`src/rtl/fir_sched_pkg.sv`:
```
// Shared definitions for the time-shared FIR scheduler: width defaults,
// controller state encoding, channel-index width and the tag record that
// travels alongside each sample through the FIR latency.
package fir_sched_pkg;

    localparam int DW_DEF   = 8;
    localparam int OW_DEF   = 15;
    // Widest channel index ever needed (N_CH is at most 8).
    localparam int CH_W_MAX = 3;

    typedef enum logic [1:0] {
        ST_IDLE  = 2'd0,
        ST_FLUSH = 2'd1,
        ST_SERVE = 2'd2
    } state_t;

    // Channel index width; never below one bit.
    function automatic int calc_cw(input int n);
        return (n > 2) ? $clog2(n) : 1;
    endfunction

    // Tag pushed for every cycle the FIR is fed: flush samples are discards.
    typedef struct packed {
        logic                valid;
        logic                discard;
        logic [CH_W_MAX-1:0] ch;
    } tag_t;

endpackage

```
`src/rtl/fir_share_sched_rr_arbiter.sv`:
```
// Round-robin arbiter: first asserted request at or after the pointer,
// wrapping around. Purely combinational; the caller owns the pointer.
module rr_arbiter
    import fir_sched_pkg::*;
#(
    parameter  int N_CH = 4,
    localparam int CW   = calc_cw(N_CH)
) (
    input  logic [N_CH-1:0] req,
    input  logic [CW-1:0]   ptr,
    output logic [N_CH-1:0] grant,
    output logic [CW-1:0]   idx
);

    // Scan from the farthest candidate to the nearest so the nearest wins.
    always_comb begin
        grant = '0;
        idx   = '0;
        for (int k = N_CH - 1; k >= 0; k--) begin
            if (req[(int'(ptr) + k) % N_CH]) begin
                idx = CW'((int'(ptr) + k) % N_CH);
            end
        end
        if (|req) begin
            grant[idx] = 1'b1;
        end
    end

endmodule

```
`src/rtl/fir_share_sched.sv`:
```
// Time-shares one FIR between N_CH sources. A round-robin grant serves up
// to BURST samples; whenever the granted channel differs from the one whose
// samples fill the FIR delay line, TAPS zero samples are pushed first.
// A tag pipe matched to the FIR latency routes results back to channels.
module fir_share_sched
    import fir_sched_pkg::*;
#(
    parameter  int N_CH  = 4,
    parameter  int DW    = DW_DEF,
    parameter  int OW    = OW_DEF,
    parameter  int BURST = 4,
    parameter  int TAPS  = 4,
    parameter  int LAT   = 1,
    localparam int CW    = calc_cw(N_CH)
) (
    input  logic               clk,
    input  logic               rst,
    input  logic [N_CH-1:0]    req_valid,
    input  logic [N_CH*DW-1:0] req_data,
    output logic [N_CH-1:0]    req_ready,
    output logic [DW-1:0]      fir_data_in,
    output logic               fir_valid_in,
    input  logic [OW-1:0]      fir_data_out,
    output logic               out_valid,
    output logic [OW-1:0]      out_data,
    output logic [CW-1:0]      out_ch,
    output logic               busy
);

    localparam int FCW = $clog2(TAPS + 1);
    localparam int BCW = $clog2(BURST + 1);

    state_t           state_q, state_d;
    logic [CW-1:0]    cur_q, cur_d;
    logic [CW-1:0]    last_q, last_d;
    logic             hist_q, hist_d;
    logic [CW-1:0]    rr_q, rr_d;
    logic [FCW-1:0]   flush_cnt_q, flush_cnt_d;
    logic [BCW-1:0]   burst_cnt_q, burst_cnt_d;
    logic             fir_valid_q, fir_valid_d;
    logic [DW-1:0]    fir_data_q, fir_data_d;
    tag_t             fir_tag_q, fir_tag_d;
    logic             out_valid_q;
    logic [OW-1:0]    out_data_q;
    logic [CW-1:0]    out_ch_q;

    logic [N_CH-1:0]  arb_grant;
    logic [CW-1:0]    arb_idx;
    logic             arb_any;
    logic [CW-1:0]    cur_next;
    logic [LAT-1:0]   tag_vld;
    tag_t             tag_exit;

    rr_arbiter #(.N_CH(N_CH)) u_arb (
        .req   (req_valid),
        .ptr   (rr_q),
        .grant (arb_grant),
        .idx   (arb_idx)
    );

    assign arb_any  = |arb_grant;
    assign cur_next = (int'(cur_q) == N_CH - 1) ? '0 : cur_q + 1'b1;

    // Controller next state, FIR feed and per-channel ready.
    always_comb begin
        state_d     = state_q;
        cur_d       = cur_q;
        last_d      = last_q;
        hist_d      = hist_q;
        rr_d        = rr_q;
        flush_cnt_d = flush_cnt_q;
        burst_cnt_d = burst_cnt_q;
        fir_valid_d = 1'b0;
        fir_data_d  = '0;
        fir_tag_d   = '0;
        req_ready   = '0;
        case (state_q)
            ST_IDLE: begin
                burst_cnt_d = '0;
                if (arb_any) begin
                    cur_d = arb_idx;
                    if (!hist_q || arb_idx != last_q) begin
                        state_d     = ST_FLUSH;
                        flush_cnt_d = '0;
                    end else begin
                        state_d = ST_SERVE;
                    end
                end
            end
            ST_FLUSH: begin
                fir_valid_d       = 1'b1;
                fir_tag_d.valid   = 1'b1;
                fir_tag_d.discard = 1'b1;
                fir_tag_d.ch      = CH_W_MAX'(cur_q);
                flush_cnt_d       = flush_cnt_q + 1'b1;
                if (flush_cnt_q == FCW'(TAPS - 1)) begin
                    state_d = ST_SERVE;
                    last_d  = cur_q;
                    hist_d  = 1'b1;
                end
            end
            ST_SERVE: begin
                req_ready[cur_q] = req_valid[cur_q];
                if (req_valid[cur_q]) begin
                    fir_valid_d     = 1'b1;
                    fir_data_d      = req_data[int'(cur_q) * DW +: DW];
                    fir_tag_d.valid = 1'b1;
                    fir_tag_d.ch    = CH_W_MAX'(cur_q);
                    burst_cnt_d     = burst_cnt_q + 1'b1;
                    if (burst_cnt_q == BCW'(BURST - 1)) begin
                        state_d = ST_IDLE;
                        rr_d    = cur_next;
                    end
                end else begin
                    state_d = ST_IDLE;
                    rr_d    = cur_next;
                end
            end
            default: state_d = ST_IDLE;
        endcase
    end

    // Controller state and registered FIR feed.
    always_ff @(posedge clk) begin
        if (rst) begin
            state_q     <= ST_IDLE;
            cur_q       <= '0;
            last_q      <= '0;
            hist_q      <= 1'b0;
            rr_q        <= '0;
            flush_cnt_q <= '0;
            burst_cnt_q <= '0;
            fir_valid_q <= 1'b0;
            fir_data_q  <= '0;
            fir_tag_q   <= '0;
        end else begin
            state_q     <= state_d;
            cur_q       <= cur_d;
            last_q      <= last_d;
            hist_q      <= hist_d;
            rr_q        <= rr_d;
            flush_cnt_q <= flush_cnt_d;
            burst_cnt_q <= burst_cnt_d;
            fir_valid_q <= fir_valid_d;
            fir_data_q  <= fir_data_d;
            fir_tag_q   <= fir_tag_d;
        end
    end

    // Tag delay line: stage LAT-1 lines up with the matching fir_data_out.
    genvar gi;
    generate
        for (gi = 0; gi < LAT; gi++) begin : g_pipe
            tag_t stage_q;
            if (gi == 0) begin : g_first
                // First stage takes the tag issued with fir_valid_in.
                always_ff @(posedge clk) begin
                    if (rst) stage_q <= '0;
                    else     stage_q <= fir_tag_q;
                end
            end else begin : g_next
                // Later stages just shift.
                always_ff @(posedge clk) begin
                    if (rst) stage_q <= '0;
                    else     stage_q <= g_pipe[gi-1].stage_q;
                end
            end
            assign tag_vld[gi] = stage_q.valid;
        end
    endgenerate

    assign tag_exit = g_pipe[LAT-1].stage_q;

    // Capture non-discard results with their channel tag.
    always_ff @(posedge clk) begin
        if (rst) begin
            out_valid_q <= 1'b0;
            out_data_q  <= '0;
            out_ch_q    <= '0;
        end else begin
            out_valid_q <= tag_exit.valid && !tag_exit.discard;
            if (tag_exit.valid && !tag_exit.discard) begin
                out_data_q <= fir_data_out;
                out_ch_q   <= CW'(tag_exit.ch);
            end
        end
    end

    assign fir_valid_in = fir_valid_q;
    assign fir_data_in  = fir_data_q;
    assign out_valid    = out_valid_q;
    assign out_data     = out_data_q;
    assign out_ch       = out_ch_q;
    assign busy         = (state_q != ST_IDLE) || fir_tag_q.valid || (|tag_vld);

endmodule

```
`config.mk`:
```
export PLATFORM = sky130hd
export DESIGN_NAME = fir_share_sched
export DESIGN_NICKNAME = d
export VERILOG_FILES = /design/src/rtl/fir_sched_pkg.sv /design/src/rtl/fir_share_sched_rr_arbiter.sv /design/src/rtl/fir_share_sched.sv
export SDC_FILE = /design/constraint.sdc
export NUM_CORES = 1
export LEC_CHECK = 0
export CORE_MARGIN = 4
export CORE_UTILIZATION = 35
export DETAILED_ROUTE_END_ITERATION = 8
export PLACE_DENSITY = 0.66
export SETUP_SLACK_MARGIN = 0.1
export SLEW_MARGIN = 20
export SYNTH_ARGS = -nofsm -noshare
export SYNTH_HDL_FRONTEND = slang
export SYNTH_SLANG_ARGS = --single-unit
```
`constraint.sdc`:
```
create_clock -name clk -period 2.5 [get_ports clk]
set_clock_uncertainty 0.1 [all_clocks]
set_input_delay 0.5 -clock clk [delete_from_list [all_inputs] [get_ports clk]]
set_output_delay 0.5 -clock clk [all_outputs]
set_load 0.005 [all_outputs]
```
==> metrics.yaml, run 1 <==
detailed_routing:
  drc: 0
  vias_per_cell: 4.734
  vias: 1903
  wl_per_cell_um: 13.10
  dr.pass1.iters: 4
  ant_nets: 0
  wl_mm: 5.267
  drt_iter0_markers: 44
placed_design:
  placed_area_um2: 3164
  gp_congestion: 0.7696
  dpl.hpwl_mm: 4.134
  dp_slack_ns: -0.2629
  port_buffers: 84
yosys:
  synth_cell_types: 36
  syn-cell-area_um2: 2223
  synth-edff-count: 0
  synth_nets: 302
  ys_seq_elements: 49
  synthTopCellsByCount: "dfxtp_1, nand2_1, a21oi_1"
  synth_most_common_cell: "dfxtp_1"
  yosys.area.top_type: "dfxtp_1"
  avgSynthCellArea_um2: 9.342
  synth_top_area_share_pct: 44.12
  synth.yosys.seq_area_share_pct: 44.12
  async_reset_ff_share_pct: 0
  ys_warn_count: 0
  ys.flop_type: "dfxtp_1"
  synth_cells: 238
  synth.area.top_cells: "dfxtp_1, mux4_2, nand2_1"
layout:
  num_antenna_cells: 0
  drive_above_1_share_pct: 12.23
  fin_area_um2: 3271
  area.growth.synth_to_final_pct: 47.10
  final_nets: 390
  fillCellCount: 568
  multi_input_area_um2: 1159
  register_area_um2: 984.7
  fin_util_pct: 54.28
critical_path:
  worstPathBufferInverterCount: 2
  critPathRequiredTime_ns: 1.90
  reg2reg_from: "rr_q[0]"
  endpoint_kind: "output pin"
  worstPathMaxFanout: 5
  critPathKind: "in -> out"
  slowest_delay_ns: 0.50
  crit_start: "req_valid[3]"
  arrival_ns: 1.75
  path_cells: "clkdlybuf4s15_2 > mux2i_1 > mux2i_2 > and3_1 > clkdlybuf4s50_1"
  setup.worst_path.start_class: "input pin"
  slowest_stage: "clkdlybuf4s50_1"
  cpLargestDelayFamily: "buffers and inverters"
clock_tree:
  path_clk_slew_ns: 0.09
  cts_buffers: 5
  cts_root_buf: "clkbuf_8"
  cts_sinks: 49
  ctsLongestPathBuffers: 2
  htreeDepth: 2
  hold_buffers: 0
  cts_tree: "yes"
  clkLatencyLatePin_ns: 0.30
global_routing:
  antenna_found_initial: 0
  grt_first_pass_wirelength_mm: 8.459
  track_usage_pct: 13.96
  grt_pass1_vias: 1796
  grt_max_degree: 22
  grt_overflow: 0
floorplanning:
  core-area_um2: 6026
  ios: 85
  die_h_um: 87.70
  die-width_um: 87.70
  start_util_pct: 36.90
  die-area_um2: 7691
  rows: 28
timing:
  max_slew.worst_pin.slew_ns: 0.7202
  setup-tns-final_ns: 0
  rsz0062_at_grt: "yes"
  max_freq_mhz: 424.8
  finalSetupViolations: 0
  hold-worst-slack_ns: 0.3440
  hold_viol: 0
  period_share_pct: 94.17
  maxSlewHeadroom_pct: 51.99
  final_max_slew_viol_count: 0
  setup_ws_ns: 0.1458
  fin_crit_ns: 2.354
job:
  drv_cap: 0
worst_hold_path:
  hp-class: "reg -> reg"
  min_from: "g_pipe[0].stage_q[1]"
pwr:
  leakagePower_nw: 1.191
  vdd_drop_max_v: 0.0004675
  power.density_nw_per_um2: 626.8
outcome:
  status: "finished clean"
-- registers in the layout, indices dropped and copies added (netlist names) --
| name | flops |
|---|---|
| burst_cnt_q | 3 |
| cur_q | 2 |
| fir_data_in | 8 |
| fir_tag_q | 4 |
| flush_cnt_q | 3 |
| g_pipe.stage_q | 3 |
| hist_q | 1 |
| last_q | 2 |
| out_ch | 2 |
| out_data | 15 |
| out_valid | 1 |
| rr_q | 2 |
| state_q | 2 |
| tag_vld | 1 |
-- metal layers --
metal	track usage, %	part of all wire (%)	vias to the layer above
met4	4.324	1.4	0
li1	-	-	980
met3	3.669	7.1	6
met1	17.94	45	866
met5	0	0	-
met2	22.95	46	51
-- cell families after synthesis --
kind of cell / share of synthesized area [%]
adders and majority gates: 6.190
muxes: 11.25
buffers and inverters: 3.939
AOI/OAI and AO/OA: 12.27
DFF: 44.12
and+or+nand+nor: 22.23
-- worst register-to-register path, cell delays in order (launching register included) --
cell and delay (ns):
dfxtp_1 0.38, and2b_1 0.21, or4_4 0.50, and3_4 0.20
a2111oi_4 0.29, o21ai_2 0.14, o32ai_1 0.22
-- cell usage in the layout (no fill, tap or decap), drive strengths merged, types with 6 or more instances in the layout --
master / n
buf: 9
nor2b: 18
mux4: 8
and3: 6
nand2b: 7
dfxtp: 49
clkbuf: 7
inv: 12
nor2: 13
mux2i: 7
nand2: 41
ha: 11
clkdlybuf4s50: 79
a21oi: 28
-- worst paths after layout --
path                         end  cells after the start  slack [ns]
setup / recovery    req_ready[1]                      5        0.15
hold / removal         out_ch[1]                      2        0.34
setup reg to reg  flush_cnt_q[1]                      6        0.37
hold reg to reg        out_ch[1]                      2        0.34
-- cell type report --
cell class | instances | area share (%)
clock buffers | 6 | 2.219
flip-flops and latches | 49 | 30.11
well taps | 75 | 2.869
repair buffers | 93 | 27.70
multi-input cells | 166 | 35.42
inverters | 11 | 1.262
clock inverters | 2 | 0.4208
-- per-stage QoR --
step,total power [W],cells
4_1_cts,0.002077,402
6_report,0.002050,402
5_1_grt,0.002187,402
3_5_place_dp,0.001593,392
3_3_place_gp,0.001582,392
2_1_floorplan,0.001311,238
-- timing repair --
action                                  4_1_cts  5_1_grt
endpoints found under the setup margin        8        3
pin swaps                                     2        1
buffers inserted                              2        0
gates resized for setup                      14        2
-- report_power, final --
group / switching (W) / internal (W)
clock: 0.000268 / 0.000200
sequential: 0.0000426 / 0.000854
combinational: 0.000311 / 0.000374
total: 0.000622 / 0.00143
Note: power is estimated with default switching activity, not from simulation.
==> run 2, diff against run 1 <==
--- a/config.mk
+++ b/config.mk
@@ -5,10 +5,11 @@
 export SDC_FILE = /design/constraint.sdc
 export NUM_CORES = 1
 export LEC_CHECK = 0
+export ABC_AREA = 1
 export CORE_MARGIN = 4
 export CORE_UTILIZATION = 35
 export DETAILED_ROUTE_END_ITERATION = 8
-export PLACE_DENSITY = 0.66
+export PLACE_DENSITY = 0.65
 export SETUP_SLACK_MARGIN = 0.1
 export SLEW_MARGIN = 20
 export SYNTH_ARGS = -nofsm -noshare
==> metrics.yaml, run 2 <==
global_routing:
  grt_overflow: 0
  grt_max_degree: 19
  grt_first_pass_wirelength_mm: 10.87
  antenna_found_initial: 0
  grt_pass1_vias: 2343
  track_usage_pct: 16.10
yosys:
  avgSynthCellArea_um2: 6.987
  syn-cell-area_um2: 2369
  synth_cells: 339
  synth.yosys.seq_area_share_pct: 41.42
  ys.flop_type: "dfxtp_1"
  synth_cell_types: 26
  yosys.area.top_type: "dfxtp_1"
  async_reset_ff_share_pct: 0
  synthTopCellsByCount: "nor2_1, dfxtp_1, o21ai_0"
  synth_nets: 403
  synth_most_common_cell: "nor2_1"
  synth-edff-count: 0
  ys_warn_count: 0
  synth.area.top_cells: "dfxtp_1, nor2_1, o21ai_0"
  ys_seq_elements: 49
  synth_top_area_share_pct: 41.42
floorplanning:
  die-width_um: 90.27
  die-area_um2: 8148
  ios: 85
  start_util_pct: 36.67
  rows: 29
  core-area_um2: 6459
  die_h_um: 90.27
placed_design:
  gp_congestion: 0.8359
  port_buffers: 84
  dpl.hpwl_mm: 5.072
  placed_area_um2: 3382
layout:
  fillCellCount: 662
  drive_above_1_share_pct: 11.44
  layout_common_cells: "nor2_1, clkdlybuf4s50_1, dfxtp_1, o21ai_0, nand2_1"
  fin_util_pct: 53.66
  num_antenna_cells: 0
  area.growth.synth_to_final_pct: 46.33
  fin_area_um2: 3466
  final_nets: 500
  largest_reg_flops: 15
  final_common_cell: "nor2_1"
detailed_routing:
  ant_nets: 0
  dr.pass1.iters: 4
  drc: 0
  wl_mm: 6.480
  vias_per_cell: 4.726
  drt_iter0_markers: 91
  vias: 2429
  wl_per_cell_um: 12.61
worst_hold_path:
  hp-class: "reg -> reg"
timing:
  rsz0062_at_grt: "yes"
  maxSlewHeadroom_pct: 67.56
  period_share_pct: 94.13
  max_freq_mhz: 424.9
  max_slew.worst_pin.slew_ns: 0.4836
  fin_crit_ns: 2.353
  finalSetupViolations: 0
  final_max_slew_viol_count: 0
  hold-worst-slack_ns: 0.3034
  hold_viol: 0
clock_tree:
  cts_root_buf: "clkbuf_8"
  cts_tree: "yes"
  path_clk_slew_ns: 0.09
  cts_buffers: 5
  ctsLongestPathBuffers: 2
  clkLatencyLatePin_ns: 0.30
  hold_buffers: 0
  htreeDepth: 2
  cts_sinks: 49
outcome:
  status: "finished clean"
critical_path:
  worstPathMaxFanout: 5
  critPathKind: "in -> out"
  setup.worst_path.start_class: "input pin"
  critPathRequiredTime_ns: 1.90
  endpoint_kind: "output pin"
  arrival_ns: 1.75
pwr:
  p_clk_share_pct: 16.6
  switching_power_w: 0.001136
  vdd_drop_max_v: 0.0003923
  p_int_w: 0.001695
  p_total_w: 0.002831
  power_frac_seq_pct: 34.8
  power.density_nw_per_um2: 816.8
  combPwrFrac_pct: 48.6
  p_sw_share_pct: 40.14
  leakagePower_nw: 1.513
job:
  drv_cap: 0
==> run 2: worst paths after layout <==
path,slack [ns],cells past startpoint,from,end
max,0.15,8,req_valid[3],req_ready[2]
min,0.30,2,fir_tag_q[0],g_pipe[0].stage_q[0]
max reg2reg,0.64,9,cur_q[1],fir_data_in[7]
min reg2reg,0.30,2,fir_tag_q[0],g_pipe[0].stage_q[0]
==> run 2: what timing repair did <==
| action | CTS | global route |
|---|---|---|
| gates resized for setup | 5 | 9 |
| pin swaps | 1 | 3 |
| buffers inserted | 0 | 1 |
| setup endpoints to repair | 4 | 4 |
==> run 2: cells by family after synthesis <==
logic type / Yosys count / synth area share, %
buffers and inverters: 54 / 9.192
adders and majority gates: 11 / 5.811
DFF: 49 / 41.42
AOI/OAI and AO/OA: 75 / 16.43
and+or+nand+nor: 150 / 27.15
==> run 2: area by class of cell <==
| type | count | area (um2) | share of cell area (%) |
|---|---|---|---|
| multi-input combinational | 236 | 1175 | 33.90 |
| sequential | 49 | 980.9 | 28.30 |
| timing repair buffer | 103 | 968.4 | 27.94 |
| inverter | 41 | 158.9 | 4.585 |
| tap | 77 | 96.34 | 2.780 |
| clock buffer | 6 | 72.57 | 2.094 |
| clock inverter | 2 | 13.76 | 0.3971 |
==> run 2: critical path, cell delays in order <==
cell and delay, ns:
clkdlybuf4s50_1 0.49, inv_2 0.04, a21oi_1 0.11, o21ai_1 0.10, nand2_1 0.13, nand2_2 0.10
nor2_2 0.08, clkdlybuf4s15_1 0.20
==> run 2: power groups by stage <==
stage	clock, W	sequential (W)	combinational (W)
after floorplan	0	0.000987	0.000877
after global placement	0	0.00100	0.00136
after detailed placement	0	0.00101	0.00137
after CTS	0.000484	0.000988	0.00138
after global routing	0.000515	0.00100	0.00157
final	0.000470	0.000986	0.00138
==> run 2: metal layers <==
layer  vias up  wire length, um  global-route usage [%]
met1      1113             2840                   19.03
met2        30             3360                   29.37
met3        12              159                   2.917
met4         0              119                   4.974
li1       1274                -                       -
met5         -                0                       0
==> run 2: per-stage QoR <==
stage	instances	worst slack (ns)	TNS [ns]
4_1_cts	513	0.1245	0
3_3_place_gp	505	-0.1530	-0.6050
3_5_place_dp	505	-0.1779	-0.6942
2_1_floorplan	339	0.6751	0
5_1_grt	514	0.05312	0
6_report	514	0.1468	0
